**src/rtl/imem_arbiter_pkg.sv**
```systemverilog
// Shared definitions for the instruction-ROM arbiter: default widths, FSM encoding and the
// saturating load-count helper.
package imem_arbiter_pkg;

    localparam int unsigned DefIsaWidth   = 32;
    localparam int unsigned DefMemAw      = 14;
    localparam int unsigned DefRestartCyc = 2;
    localparam int unsigned CountW        = 16;

    typedef enum logic [1:0] {
        StRun     = 2'd0,
        StQuiesce = 2'd1,
        StLoad    = 2'd2,
        StRestart = 2'd3
    } ima_state_e;

    function automatic logic [CountW-1:0] sat_inc(input logic [CountW-1:0] v);
        return (v == {CountW{1'b1}}) ? v : v + CountW'(1);
    endfunction

endpackage

```
**src/rtl/imem_arbiter_if.sv**
```systemverilog
// Bundle of the fetch, loader and ROM-side signals around the instruction-ROM arbiter.
// master drives fetch/loader inputs and observes the ROM side; slave is the arbiter.
interface imem_arbiter_if
    import imem_arbiter_pkg::*;
#(
    parameter int unsigned IsaWidth = DefIsaWidth,
    parameter int unsigned MemAw    = DefMemAw
);

    logic [IsaWidth-1:0] fetch_pc;
    logic                load_req;
    logic                ld_valid;
    logic [MemAw-1:0]    ld_addr;
    logic [IsaWidth-1:0] ld_data;
    logic                ld_done;
    logic                ld_ready;
    logic                cpu_hold;
    logic [MemAw-1:0]    mem_addr;
    logic                mem_we;
    logic [IsaWidth-1:0] mem_wdata;
    logic [CountW-1:0]   load_count;

    modport master (
        output fetch_pc, load_req, ld_valid, ld_addr, ld_data, ld_done,
        input  ld_ready, cpu_hold, mem_addr, mem_we, mem_wdata, load_count
    );

    modport slave (
        input  fetch_pc, load_req, ld_valid, ld_addr, ld_data, ld_done,
        output ld_ready, cpu_hold, mem_addr, mem_we, mem_wdata, load_count
    );

endinterface

```
**src/rtl/imem_arbiter.sv**
```systemverilog
// Shares the single-port instruction ROM between instruction fetch (RUN) and the UART
// program loader (LOAD), holding the CPU in reset while the image is being rewritten.
module imem_arbiter
    import imem_arbiter_pkg::*;
#(
    parameter int unsigned IsaWidth   = DefIsaWidth,
    parameter int unsigned MemAw      = DefMemAw,
    parameter int unsigned RestartCyc = DefRestartCyc
) (
    input logic           clock,
    input logic           reset,
    imem_arbiter_if.slave bus
);

    localparam int unsigned    RcW    = (RestartCyc > 1) ? $clog2(RestartCyc) : 1;
    localparam logic [RcW-1:0] RcLast = RcW'(RestartCyc - 1);

    ima_state_e        state_q, state_d;
    logic              load_req_q;
    logic              load_rise;
    logic [RcW-1:0]    rc_q, rc_d;
    logic [CountW-1:0] count_q, count_d;
    logic              xfer;
    logic              unused_pc;

    // Only a fresh switch edge starts a load, so a switch left on after RESTART does not loop.
    assign load_rise = bus.load_req & ~load_req_q;
    assign xfer      = bus.ld_valid & bus.ld_ready;
    assign unused_pc = ^{bus.fetch_pc[IsaWidth-1:MemAw+2], bus.fetch_pc[1:0]};

    always_ff @(posedge clock) begin
        if (!reset) begin
            state_q <= StRun;
        end else begin
            state_q <= state_d;
        end
    end

    always_ff @(posedge clock) begin
        if (!reset) begin
            load_req_q <= 1'b0;
            rc_q       <= '0;
            count_q    <= '0;
        end else begin
            load_req_q <= bus.load_req;
            rc_q       <= rc_d;
            count_q    <= count_d;
        end
    end

    always_comb begin
        state_d = state_q;
        case (state_q)
            StRun: begin
                if (load_rise) state_d = StQuiesce;
            end
            StQuiesce: begin
                state_d = StLoad;
            end
            StLoad: begin
                if (bus.ld_done || !bus.load_req) state_d = StRestart;
            end
            StRestart: begin
                if (rc_q == RcLast) state_d = StRun;
            end
            default: begin
                state_d = StRun;
            end
        endcase
    end

    // Restart counter idles at zero so every RESTART visit lasts exactly RestartCyc cycles.
    always_comb begin
        rc_d    = '0;
        count_d = count_q;
        if (state_q == StRestart) rc_d = rc_q + RcW'(1);
        if (state_q == StQuiesce) begin
            count_d = '0;
        end else if (xfer) begin
            count_d = sat_inc(count_q);
        end
    end

    always_comb begin
        bus.cpu_hold  = 1'b1;
        bus.ld_ready  = 1'b0;
        bus.mem_we    = 1'b0;
        bus.mem_addr  = '0;
        bus.mem_wdata = '0;
        case (state_q)
            StRun: begin
                bus.cpu_hold = 1'b0;
                bus.mem_addr = bus.fetch_pc[MemAw+1:2];
            end
            StLoad: begin
                // Gating with reset drops a write that coincides with a reset request.
                bus.ld_ready  = reset;
                bus.mem_we    = bus.ld_valid & reset;
                bus.mem_addr  = bus.ld_addr;
                bus.mem_wdata = bus.ld_data;
            end
            default: begin
            end
        endcase
    end

    assign bus.load_count = count_q;

    mem_we_only_in_load: assert property (@(posedge clock) bus.mem_we |-> (state_q == StLoad));

    hold_outside_run: assert property (@(posedge clock) disable iff (!reset)
        (state_q != StRun) |-> bus.cpu_hold);

endmodule

```
**src/flat_wrapper.sv**
```systemverilog
// flat-port wrapper written by rule: the top's interface ports become plain ports
module imem_arbiter_flat import imem_arbiter_pkg::*;
#(
    parameter int unsigned IsaWidth   = DefIsaWidth,
    parameter int unsigned MemAw      = DefMemAw,
    parameter int unsigned RestartCyc = DefRestartCyc
)
  (clock, reset, bus_fetch_pc, bus_load_req, bus_ld_valid, bus_ld_addr, bus_ld_data, bus_ld_done, bus_ld_ready, bus_cpu_hold, bus_mem_addr, bus_mem_we, bus_mem_wdata, bus_load_count);
  imem_arbiter_if #(.IsaWidth(IsaWidth), .MemAw(MemAw)) bus_i ();
  input logic clock;
  input logic reset;
  input wire logic [$bits(bus_i.fetch_pc)-1:0] bus_fetch_pc;
  input wire logic [$bits(bus_i.load_req)-1:0] bus_load_req;
  input wire logic [$bits(bus_i.ld_valid)-1:0] bus_ld_valid;
  input wire logic [$bits(bus_i.ld_addr)-1:0] bus_ld_addr;
  input wire logic [$bits(bus_i.ld_data)-1:0] bus_ld_data;
  input wire logic [$bits(bus_i.ld_done)-1:0] bus_ld_done;
  output wire logic [$bits(bus_i.ld_ready)-1:0] bus_ld_ready;
  output wire logic [$bits(bus_i.cpu_hold)-1:0] bus_cpu_hold;
  output wire logic [$bits(bus_i.mem_addr)-1:0] bus_mem_addr;
  output wire logic [$bits(bus_i.mem_we)-1:0] bus_mem_we;
  output wire logic [$bits(bus_i.mem_wdata)-1:0] bus_mem_wdata;
  output wire logic [$bits(bus_i.load_count)-1:0] bus_load_count;
  assign bus_i.fetch_pc = bus_fetch_pc;
  assign bus_i.load_req = bus_load_req;
  assign bus_i.ld_valid = bus_ld_valid;
  assign bus_i.ld_addr = bus_ld_addr;
  assign bus_i.ld_data = bus_ld_data;
  assign bus_i.ld_done = bus_ld_done;
  assign bus_ld_ready = bus_i.ld_ready;
  assign bus_cpu_hold = bus_i.cpu_hold;
  assign bus_mem_addr = bus_i.mem_addr;
  assign bus_mem_we = bus_i.mem_we;
  assign bus_mem_wdata = bus_i.mem_wdata;
  assign bus_load_count = bus_i.load_count;
  imem_arbiter #(.IsaWidth(IsaWidth), .MemAw(MemAw), .RestartCyc(RestartCyc)) u_core (.clock(clock), .reset(reset), .bus(bus_i));
endmodule
```
**config.mk**
```make
export PLATFORM = sky130hd
export DESIGN_NAME = imem_arbiter_flat
export DESIGN_NICKNAME = d
export VERILOG_FILES = /design/src/rtl/imem_arbiter_pkg.sv /design/src/rtl/imem_arbiter_if.sv /design/src/rtl/imem_arbiter.sv /design/src/flat_wrapper.sv
export SDC_FILE = /design/constraint.sdc
export NUM_CORES = 1
export LEC_CHECK = 0
export CAP_MARGIN = 10
export CORE_UTILIZATION = 31
export DETAILED_ROUTE_END_ITERATION = 16
export PLACE_DENSITY = 0.86
export SYNTH_ARGS = -nofsm -noshare
export SYNTH_HDL_FRONTEND = slang
export SYNTH_SLANG_ARGS = --single-unit
```
**constraint.sdc**
```tcl
create_clock -name clock -period 3.1 [get_ports clock]
set_input_delay 0.465 -clock clock [delete_from_list [all_inputs] [get_ports clock]]
set_output_delay 0.465 -clock clock [all_outputs]
set_load 0.05 [all_outputs]
```
==> qor.yml <==
global_route:
  grt_use_total: 0.206
  grt-ovfl-total: 0
  antenna_found_initial: 0
  met1_usage: 0.257
  grt.busiest_layer: "met2"
  grt_pass1_wl_mm: 8.27
  grt_util_met2: 0.370
  grt_max_degree: 26
  grt_pass1_vias: 1708
  use_met3: 0.0361
worst_setup_path:
  cpMaxStageDelayCell: "clkdlybuf4s50_1"
  slowest_delay_ps: 810
  regToRegEndpoint: "u_core.bus.load_count[15]$_SDFFE_PP0P_"
  cp_max_fo: 25
  crit_arrival_ps: 2360
  crit_path_end_kind: "output port"
  rr_worst_depth: 6
  worstSetupStartpointType: "flop"
  cp.required_ps: 2630
  crit_type: "flop to output port"
  critPathTopFamily: "buffers and inverters"
  r2r_start: "u_core.state_q[0]$_SDFFE_PN0P_"
  cp_cell_sequence: "inv_1, ha_1, buf_12, and2_1, clkdlybuf4s50_1"
  crit_buf_inv: 3
  ff2ff_setup_slack_ps: 640
route:
  detail_route.iter0.violations: 63
  wirelength_mm: 5.37
  via_per_inst: 5.12
  drtPass1Iterations: 4
  vias: 1828
  drc: 0
  wl_per_cell_um: 15.0
  ant_nets: 0
cells_and_area:
  antenna-diode-count: 0
  drive_gt1_frac: 0.108
  syn2layout_area_growth_pct: 109
  final_core_util: 0.679
  nets: 396
  layoutNonFillerInstCount: 357
timing:
  finalSetupTns_ps: 0
  rsz0062_at_grt: "no"
  fin_crit_sh: 0.912
  final.setup_skew_ps: 2.39
  finalSetupViolations: 0
  fmax_ghz: 0.354
  slew_viol_final: 0
  worst_pin_slew_ps: 797
  hold_viol: 0
  fin_crit_ps: 2830
  max_slew_margin: 0.465
worst_hold_path:
  hold_end: "u_core.bus.load_count[6]$_SDFFE_PP0P_"
  min_from: "u_core.bus.load_count[6]$_SDFFE_PP0P_"
  worstHoldPathCells: 1
  hp-class: "flop to flop"
floorplan:
  die_y_um: 70.1
  dieArea_sq_mm: 0.00491
  die_w_um: 70.1
  start_util: 0.326
  rows: 24
  core_area_sq_mm: 0.00441
  ios: 148
yosys:
  synth_seq_cells: 20
  syn_area_sq_mm: 0.00144
  synth_cells: 177
  ys_seq_area_frac: 0.279
  avgSynthCellArea_sq_um: 8.12
  synth-edff-count: 0
  synth_flop_cell: "dfxtp_1"
  ys_warn_count: 0
  synth_cell_types: 41
  async_reset_ff_frac: 0
  syn_nets: 267
flow_run:
  drv_cap: 0
clocking:
  postCtsSetupRepairBufs: 0
  clkLatencyLatePin_ps: 260
  numCtsBuffers: 3
  hold_buffers: 0
  clkTransAtPathRegs_ps: 70
  clockBufferDepth: 2
  cts-resized-gates: 0
  h-tree-depth: 1
  tritoncts: "done"
  cts_root_buf: "clkbuf_8"
  cts.sinks: 20
outcome:
  status: "completed"
power_and_ir_drop:
  power-per-cell-area_mw_per_mm2: 903
  leakage_uw: 0.00112
  p_total_uw: 2710
  ir_drop_v: 0.000517
placement:
  dp_cells: 353
  gp_congestion: 0.782
  place_hpwl_mm: 4.08
  io_buffers: 129
## worst reg2reg max path: cells and delay by family (launching register included)
| family | cells | cell delay, ps |
|---|---|---|
| AND/OR/NAND/NOR | 3 | 1290 |
| adder cells (fa/ha/maj) | 1 | 480 |
| flip-flops | 1 | 340 |
| AO/OA/AOI/OAI | 1 | 150 |
| buffers and inverters | 1 | 130 |
## worst max-delay path by stage
stage	cells past startpoint	end	startpoint
after detailed placement	3	bus_mem_we	reset
after floorplan	6	bus_mem_addr[0]	u_core.state_q[0]$_SDFFE_PN0P_
after global placement	3	bus_mem_we	reset
final	5	bus_mem_wdata[0]	u_core.state_q[0]$_SDFFE_PN0P_
after global routing	5	bus_mem_wdata[0]	u_core.state_q[0]$_SDFFE_PN0P_
after CTS	5	bus_mem_wdata[0]	u_core.state_q[0]$_SDFFE_PN0P_
## cells by family (layout without fill, tap and decap cells)
kind of cell / after synthesis / after routing / share of synthesized area
AND/OR/NAND/NOR: 89 / 89 / 0.395
AO/OA/AOI/OAI: 46 / 46 / 0.217
flip-flops: 20 / 20 / 0.279
buffers and inverters: 13 / 141 / 0.0348
adder cells (fa/ha/maj): 7 / 7 / 0.0609
multiplexers: 2 / 2 / 0.0139
## synthesized netlist by cell type, types with 3 or more instances
cell type / instances / area (sq um)
and3_1: 3 / 18.8
and2_1: 33 / 206
nor2_1: 8 / 30.0
nand4_1: 4 / 25.0
o21ai_0: 7 / 35.0
or3_1: 3 / 18.8
a21oi_1: 12 / 60.1
a22o_1: 13 / 114
inv_1: 5 / 18.8
dfxtp_1: 20 / 400
nand3_1: 7 / 35.0
clkbuf_1: 7 / 26.3
o31ai_1: 5 / 37.5
and2_2: 3 / 22.5
a31oi_1: 3 / 18.8
nand2_1: 4 / 15.0
ha_1: 7 / 87.6
or4_1: 5 / 37.5
## placed cells by master (no fill, tap or decap), types with 3 or more instances in the layout
master             n
a21oi_1           12
ha_1               7
clkbuf_8           3
inv_1              5
a22o_1            13
and2_2             3
o31ai_1            5
or4_1              5
nor2_1             8
a31oi_1            3
clkdlybuf4s50_1  116
nand2_1            4
and3_1             3
buf_12            14
dfxtp_1           20
nand4_1            4
or3_1              3
and2_1            33
nand3_1            7
o21ai_0            7
## final cells by class
class                      count  area, sq um
timing repair buffer         132         1460
multi-input combinational    144          987
clock buffer                   3         41.3
fill                         353         1420
clock inverter                 1         30.0
inverter                       5         18.8
sequential                    20          400
tap                           52         65.1
## report_power, final
group,switching [uW],internal (uW),leakage [uW]
sequential,17.9,273,0.000162
clock,88.1,172,0.0000357
combinational,1260,898,0.000918
total,1370,1340,0.00112
## per-stage QoR
stage,setup slack (ps),area [sq um],hold slack [ps]
final,272,3000,533
after global routing,96.4,3000,555
after CTS,250,3000,531
after detailed placement,504,2930,498
after global placement,509,2930,501
after floorplan,812,1440,509
## sequential cells by signal, summed over array words and instances (netlist names)
| register | flops |
|---|---|
| u_core.load_req_q | 1 |
| u_core.rc_q | 1 |
| u_core.bus.load_count | 16 |
| u_core.state_q | 2 |
## per-layer routing
metal / share of wire / vias to the layer above
met5: 0 / -
met4: 0.0080 / 0
met3: 0.067 / 7
met2: 0.50 / 76
met1: 0.43 / 829
li1: - / 916
Note: power is estimated with default switching activity, not from simulation.
